### config.mk
export PLATFORM = sky130hd
export DESIGN_NAME = universal_register
export DESIGN_NICKNAME = d
export VERILOG_FILES = /design/src/rtl/universal_register.sv
export SDC_FILE = /design/constraint.sdc
export NUM_CORES = 1
export LEC_CHECK = 0
export CAP_MARGIN = 25
export CORE_MARGIN = 3
export CORE_UTILIZATION = 34
export DETAILED_ROUTE_END_ITERATION = 12
export PLACE_DENSITY_LB_ADDON = 0.3
export SLEW_MARGIN = 40
export SYNTH_ARGS = -nofsm -noshare
export SYNTH_HDL_FRONTEND = slang
export SYNTH_SLANG_ARGS = --single-unit
### constraint.sdc
create_clock -name clk -period 4.2 [get_ports clk]
set_input_delay 0.84 -clock clk [delete_from_list [all_inputs] [get_ports clk]]
set_output_delay 0.84 -clock clk [all_outputs]
set_load 0.05 [all_outputs]
### src/rtl/universal_register.sv
// WIDTH-bit universal register: clear/preset, parallel load, single-step shift/rotate,
// and a multi-cycle rotate-by-N engine with a busy/done handshake.
module universal_register #(
    parameter int               WIDTH     = 8,
    parameter logic [WIDTH-1:0] RESET_VAL = '0,
    localparam int              AW        = $clog2(WIDTH)
) (
    input  logic             clk,
    input  logic             clr,
    input  logic             pre,
    input  logic             en,
    input  logic [2:0]       mode,
    input  logic [WIDTH-1:0] d,
    input  logic             sin_l,
    input  logic             sin_r,
    input  logic [AW-1:0]    amt,
    output logic [WIDTH-1:0] q,
    output logic [WIDTH-1:0] qn,
    output logic             sout_l,
    output logic             sout_r,
    output logic             busy,
    output logic             done
);

    typedef enum logic {
        IDLE = 1'b0,
        RUN  = 1'b1
    } state_t;

    state_t        state;
    logic [AW-1:0] cnt;
    logic          dir;   // 0: rotate left, 1: rotate right

    function automatic logic [WIDTH-1:0] rol1(input logic [WIDTH-1:0] x);
        return {x[WIDTH-2:0], x[WIDTH-1]};
    endfunction

    function automatic logic [WIDTH-1:0] ror1(input logic [WIDTH-1:0] x);
        return {x[0], x[WIDTH-1:1]};
    endfunction

    always_ff @(posedge clk) begin
        // NOTE: done defaults low every edge with a non-blocking assignment, so any
        // later assignment in this block overrides it and the pulse lasts one cycle.
        done <= 1'b0;
        if (clr) begin
            q     <= RESET_VAL;
            state <= IDLE;
            cnt   <= '0;
            dir   <= 1'b0;
            busy  <= 1'b0;
        end else if (pre) begin
            q     <= '1;
            state <= IDLE;
            busy  <= 1'b0;
        end else if (state == RUN) begin
            q   <= dir ? ror1(q) : rol1(q);
            cnt <= cnt - 1'b1;
            if (cnt == AW'(1)) begin
                state <= IDLE;
                busy  <= 1'b0;
                done  <= 1'b1;
            end
        end else if (en) begin
            unique case (mode)
                3'd0: q <= q;
                3'd1: q <= d;
                3'd2: q <= {q[WIDTH-2:0], sin_r};
                3'd3: q <= {sin_l, q[WIDTH-1:1]};
                3'd4: q <= rol1(q);
                3'd5: q <= ror1(q);
                default: begin
                    // A zero amount completes immediately without entering RUN.
                    if (amt == '0) begin
                        done <= 1'b1;
                    end else begin
                        cnt   <= amt;
                        dir   <= mode[0];
                        busy  <= 1'b1;
                        state <= RUN;
                    end
                end
            endcase
        end
    end

    assign qn     = ~q;
    assign sout_l = q[WIDTH-1];
    assign sout_r = q[0];

endmodule
# --- Word-level counts from Yosys, hierarchy flattened ---
# Cells that the tools add are included.
classes:
  eq_ne: 9
  mux: 24
  reduce_logical: 11
  add_sub_neg: 1
  n_bitwise: 5
op_table:
  columns: ["operator", "n"]
  rows:
  - ["8-bit case mux with 5 select lines", 1]
  - ["8-bit 2-to-1 mux", 4]
  - ["1-bit 2-to-1 mux", 15]
  - ["3-bit 2-to-1 mux", 4]
  - ["8-bit NOT", 1]
  - ["4-bit AND reduction", 2]
  - ["7-bit nonzero test", 1]
  - ["3-bit by 1-bit == test with 1-bit output, second input constant", 2]
  - ["3-bit by 2-bit == test with 1-bit output, second input constant", 2]
  - ["3-bit == test, second input constant", 2]
  - ["3-bit zero test", 2]
  - ["6-bit OR reduction", 1]
  - ["5-bit AND reduction", 1]
  - ["2-bit by 1-bit != test with 1-bit output, second input constant", 2]
  - ["1-bit NOT", 4]
  - ["3-bit nonzero test", 1]
  - ["3-bit by 1-bit subtractor with 3-bit output, second input constant", 1]
  - ["2-bit != test, second input constant", 1]
  - ["2-bit AND reduction", 1]
  - ["2-bit nonzero test", 1]
  - ["2-bit OR reduction", 1]
word_totals:
  output_inout_bits: 20
  input_bits: 20
  ff_bits: 15

# --- Longest topological paths before layout ---
logic_depth:
  ltp_word: 5
  depth_mapped: 7
  depth_no_buf: 6

# --- Worst setup path after synthesis ---
# OpenSTA, ideal clock, no wires.
synth_timing:
  path_type: "input to register"
  start: "input port mode[1]"
  end: "register q[0]"
  arrival_time_ps: 1819
  slack_ps: 2257
  stages: 6
  setup_time_ps: 124
  path_cell_list: "inv_1 > ha_1 > clkbuf_1 > nor3_1 > a221oi_1 > a21oi_1"
synth_between:
  elab_chain_cells: 5
  elab_cells_between_ends: 11
  classes_between: "5 x eq/ne; 4 x mux; 2 x reduce/logical"
synth_lines:
  columns: ["item", "line_no", "rtl"]
  rows:
  - ["start, declared", "12", "input logic [2:0] mode,"]
  - ["3-bit == test (tied with other cells)", "65", "unique case (mode)"]
  - ["8-bit case mux with 5 select lines", "65", null]
  - ["8-bit 2-to-1 mux", "64", "end else if (en) begin"]
  - ["8-bit 2-to-1 mux", "56", "end else if (state == RUN) begin"]
  - ["8-bit 2-to-1 mux", "52", "end else if (pre) begin"]
  - ["end signal, assigned", "57", "q <= dir ? ror1(q) : rol1(q);"]
  - ["end signal, assigned", "66", "3'd0: q <= q;"]
  - ["end signal, assigned", "68", "3'd2: q <= {q[WIDTH-2:0], sin_r};"]
  - ["end, declared", "17", "output logic [WIDTH-1:0] q,"]
# Parallel ways exist; a longest one is shown, timed or not. The select of a mux whose other input is x is not followed.
# A chain may end at the register's enable or synchronous reset.

# --- Worst setup path in the final report ---
layout_timing:
  start: "input port mode[0]"
  end: "register q[4]"
# The elaborated chain is that of the path after synthesis.

==> flow_metrics.env <==
export IMPL_status="complete, no violations"
export IMPL_synth_top_family_by_area="compound AO/OA/AOI/OAI gates"
export IMPL_holdWs_ns=0.496
export IMPL_path_clk_slew_ns=0.10
export IMPL_multi_input_area_sq_um=697
export IMPL_fin_crit_ns=2.51
export IMPL_areaGrowthSynthToFinish_pct=33.7
export IMPL_muxShareOfSynthArea_pct=6.99
export IMPL_antenna_cells=0
export IMPL_grt_max_degree=19
export IMPL_critPathLaunchType="input port"
export IMPL_pwr_share_clk_pct=19.1
export IMPL_max_freq_ghz=0.398
export IMPL_cts_root_buffer="clkbuf_4"
export IMPL_drtIter0Drc=34
export IMPL_cts_hold_buf=0
export IMPL_critical_path_arrival_ns=2.68
export IMPL_slew_violations=0
export IMPL_register_area_sq_um=300
export IMPL_htree_levels=1
export IMPL_setup_viol=0
export IMPL_portBuffers=39
export IMPL_clockBufferDepth=2
export IMPL_layout_drive_gt1_share_pct=5.11
export IMPL_rsz0062_at_grt="no"
export IMPL_pre_cts_ws_ns=1.41
export IMPL_totalWireLength_um=2910
export IMPL_ys_types=34
export IMPL_cts_inserted_buffers=3
export IMPL_drv_cap=0
export IMPL_leakage_uw=0.000549
export IMPL_syn_inst=146
export IMPL_hold_class="reg -> reg"
export IMPL_synth_area_leaders="dfxtp_1 (26%), a21oi_1 (7.9%), mux2i_1 (7.0%)"
export IMPL_internal_power_uw=258
export IMPL_yosys_area_share_simple_pct=13.1
export IMPL_cts_tree="done"
export IMPL_grt_ovfl_total=0
export IMPL_die_width_um=64.0
export IMPL_final_nets=202
export IMPL_p_sw_share_pct=40.9
export IMPL_synth_enable_flop_cells=0
export IMPL_synth_top_area_share_pct=26.2
export IMPL_synth_xor_area_share_pct=0.765
export IMPL_path_max_fanout=18
export IMPL_hpwl_um=2210
export IMPL_ys_warnings_count=0
export IMPL_clock_latency_ns=0.28
export IMPL_drtAntennaViolNets=0
export IMPL_synth_top_area_cell="dfxtp_1"
export IMPL_post_cts_buffers=0
export IMPL_synth_seq_cells=15
export IMPL_skew_ns=0.00785
export IMPL_tightest_slew_ns=0.539
export IMPL_ctsResizeCount=0
export IMPL_hold_viol=0
export IMPL_core_rowCount=20
export IMPL_fp_dieH_um=64.0
export IMPL_gr_usage_all_layers_pct=14.7
export IMPL_vias=1142
export IMPL_fin_crit_sh_pct=59.8
export IMPL_wl_per_cell_um=13.2
export IMPL_coreArea_sq_mm=0.00313
export IMPL_antenna_found_initial=0
export IMPL_p_per_area_mw_per_mm2=286
export IMPL_synth_compound_area_share_pct=34.5
export IMPL_initial_core_util_pct=36.6
export IMPL_die_area_sq_mm=0.00410
export IMPL_p_sw_uw=179
export IMPL_setup_tns_ns=0
export IMPL_gp_congestion=0.811
export IMPL_peakVddDrop_mv=0.0987
export IMPL_pin_count=40
export IMPL_viasPerCell=5.19
export IMPL_fin_ws_ns=1.69
export IMPL_synthAdderAreaFrac_pct=5.46
export IMPL_yosysSeqAreaShare_pct=26.2
export IMPL_nFillCells=311
export IMPL_seq_power_share_pct=38.5
export IMPL_synth_area_sq_mm=0.00114
export IMPL_grt_pass1_wl_um=4950
export IMPL_grt_pass1_vias=1112
export IMPL_end_kind="register"
export IMPL_cp_data_required_time_ns=4.37
export IMPL_async_reset_ff_share_pct=0
export IMPL_route_detailed_drc=0
export IMPL_mappedNetlistNets=171
export IMPL_syn_area_per_cell_sq_um=7.84
export IMPL_drt_pass1_iterations=4
export IMPL_clock_sinks=15
export IMPL_slew_headroom_pct=63.9
export IMPL_ys_flop_type="dfxtp_1"
export IMPL_path_class="in -> reg"
export IMPL_comb_power_share_pct=42.4
[through the flow]
step | std cells | area [sq um] | utilization [%] | total power (uW)
finish | 220 | 1530 | 48.9 | 437
global route | 220 | 1530 | 48.9 | 464
CTS | 220 | 1530 | 48.9 | 441
detailed placement | 216 | 1500 | 48.0 | 358
global placement | 216 | 1500 | 48.0 | 356
floorplan | 146 | 1140 | - | 294
[flip-flops by register name, indices dropped and copies added (netlist names)]
register / cells
q: 8
cnt: 3
busy: 1
dir: 1
done: 1
state: 1
[worst max-delay path: stages]
cell,delay (ns)
clkdlybuf4s50_1,0.81
nor3b_1,0.25
o31a_1,0.35
nor2b_4,0.33
a21oi_1,0.10
[power groups by stage]
stage,combinational [uW],clock [uW],sequential [uW]
after floorplan,100,0,193
after CTS,186,86.3,168
after global routing,199,94.7,170
after global placement,184,0,172
final,185,83.4,168
after detailed placement,186,0,172
[cells in the final DEF, fill, tap and decap left out, types with 2 or more instances in the layout]
| cell type | synthesis | layout |
|---|---|---|
| a2111oi_0 | 2 | 2 |
| a21oi_1 | 18 | 18 |
| nor3_1 | 3 | 3 |
| inv_1 | 16 | 16 |
| a22oi_1 | 6 | 6 |
| clkbuf_4 | 0 | 3 |
| o21ai_0 | 9 | 9 |
| a221oi_1 | 2 | 2 |
| o31ai_1 | 8 | 8 |
| a211oi_1 | 2 | 2 |
| dfxtp_1 | 15 | 15 |
| nor2_1 | 5 | 5 |
| ha_1 | 5 | 5 |
| a22o_1 | 2 | 2 |
| nor2b_1 | 4 | 4 |
| clkdlybuf4s50_1 | 0 | 39 |
| a21oi_2 | 2 | 2 |
| a31oi_1 | 3 | 3 |
| nand2_1 | 10 | 10 |
| nor4_1 | 2 | 2 |
| mux2i_1 | 8 | 8 |
[per-layer routing]
metal / global-route usage (%) / vias up / part of all wire, %
met5: 0 / - / 0
met1: 18.9 / 520 / 47
met2: 24.9 / 28 / 47
met3: 2.11 / 2 / 5.1
li1: - / 592 / -
met4: 4.85 / 0 / 1.1
[cell type report]
| class | count | area share (%) |
|---|---|---|
| multi-input combinational | 102 | 45.5 |
| timing repair buffer | 39 | 25.5 |
| sequential | 15 | 19.6 |
| inverter | 16 | 3.92 |
| tap | 44 | 3.60 |
| clock buffer | 3 | 1.47 |
| clock inverter | 1 | 0.327 |
[logic make-up after synthesis]
| logic type | Yosys count |
|---|---|
| XOR/XNOR | 1 |
| flip-flops | 15 |
| adder cells (fa/ha/maj) | 5 |
| AO/OA/AOI/OAI | 59 |
| AND/OR/NAND/NOR | 29 |
| multiplexers | 8 |
| buffers and inverters | 29 |
[Yosys cell counts, drive strengths merged (3+ instances only)]
cell	count
a21oi	20
a22oi	6
a31oi	3
buf	10
clkbuf	3
dfxtp	15
ha	5
inv	16
mux2i	8
nand2	10
nor2	5
nor2b	5
nor3	3
o21ai	9
o31ai	8
[path summary, 6_finish.rpt]
check	startpoint	endpoint	slack (ns)	cells after the start
worst max-delay path	mode[0]	q[4]$_SDFFE_PP0P_	1.69	5
worst min register to register	cnt[0]$_SDFFE_PP0P_	cnt[0]$_SDFFE_PP0P_	0.50	1
worst max register to register	state$_SDFF_PP0_	q[4]$_SDFFE_PP0P_	2.80	4
worst min-delay path	cnt[0]$_SDFFE_PP0P_	cnt[0]$_SDFFE_PP0P_	0.50	1
(Power assumes the default switching activity.)
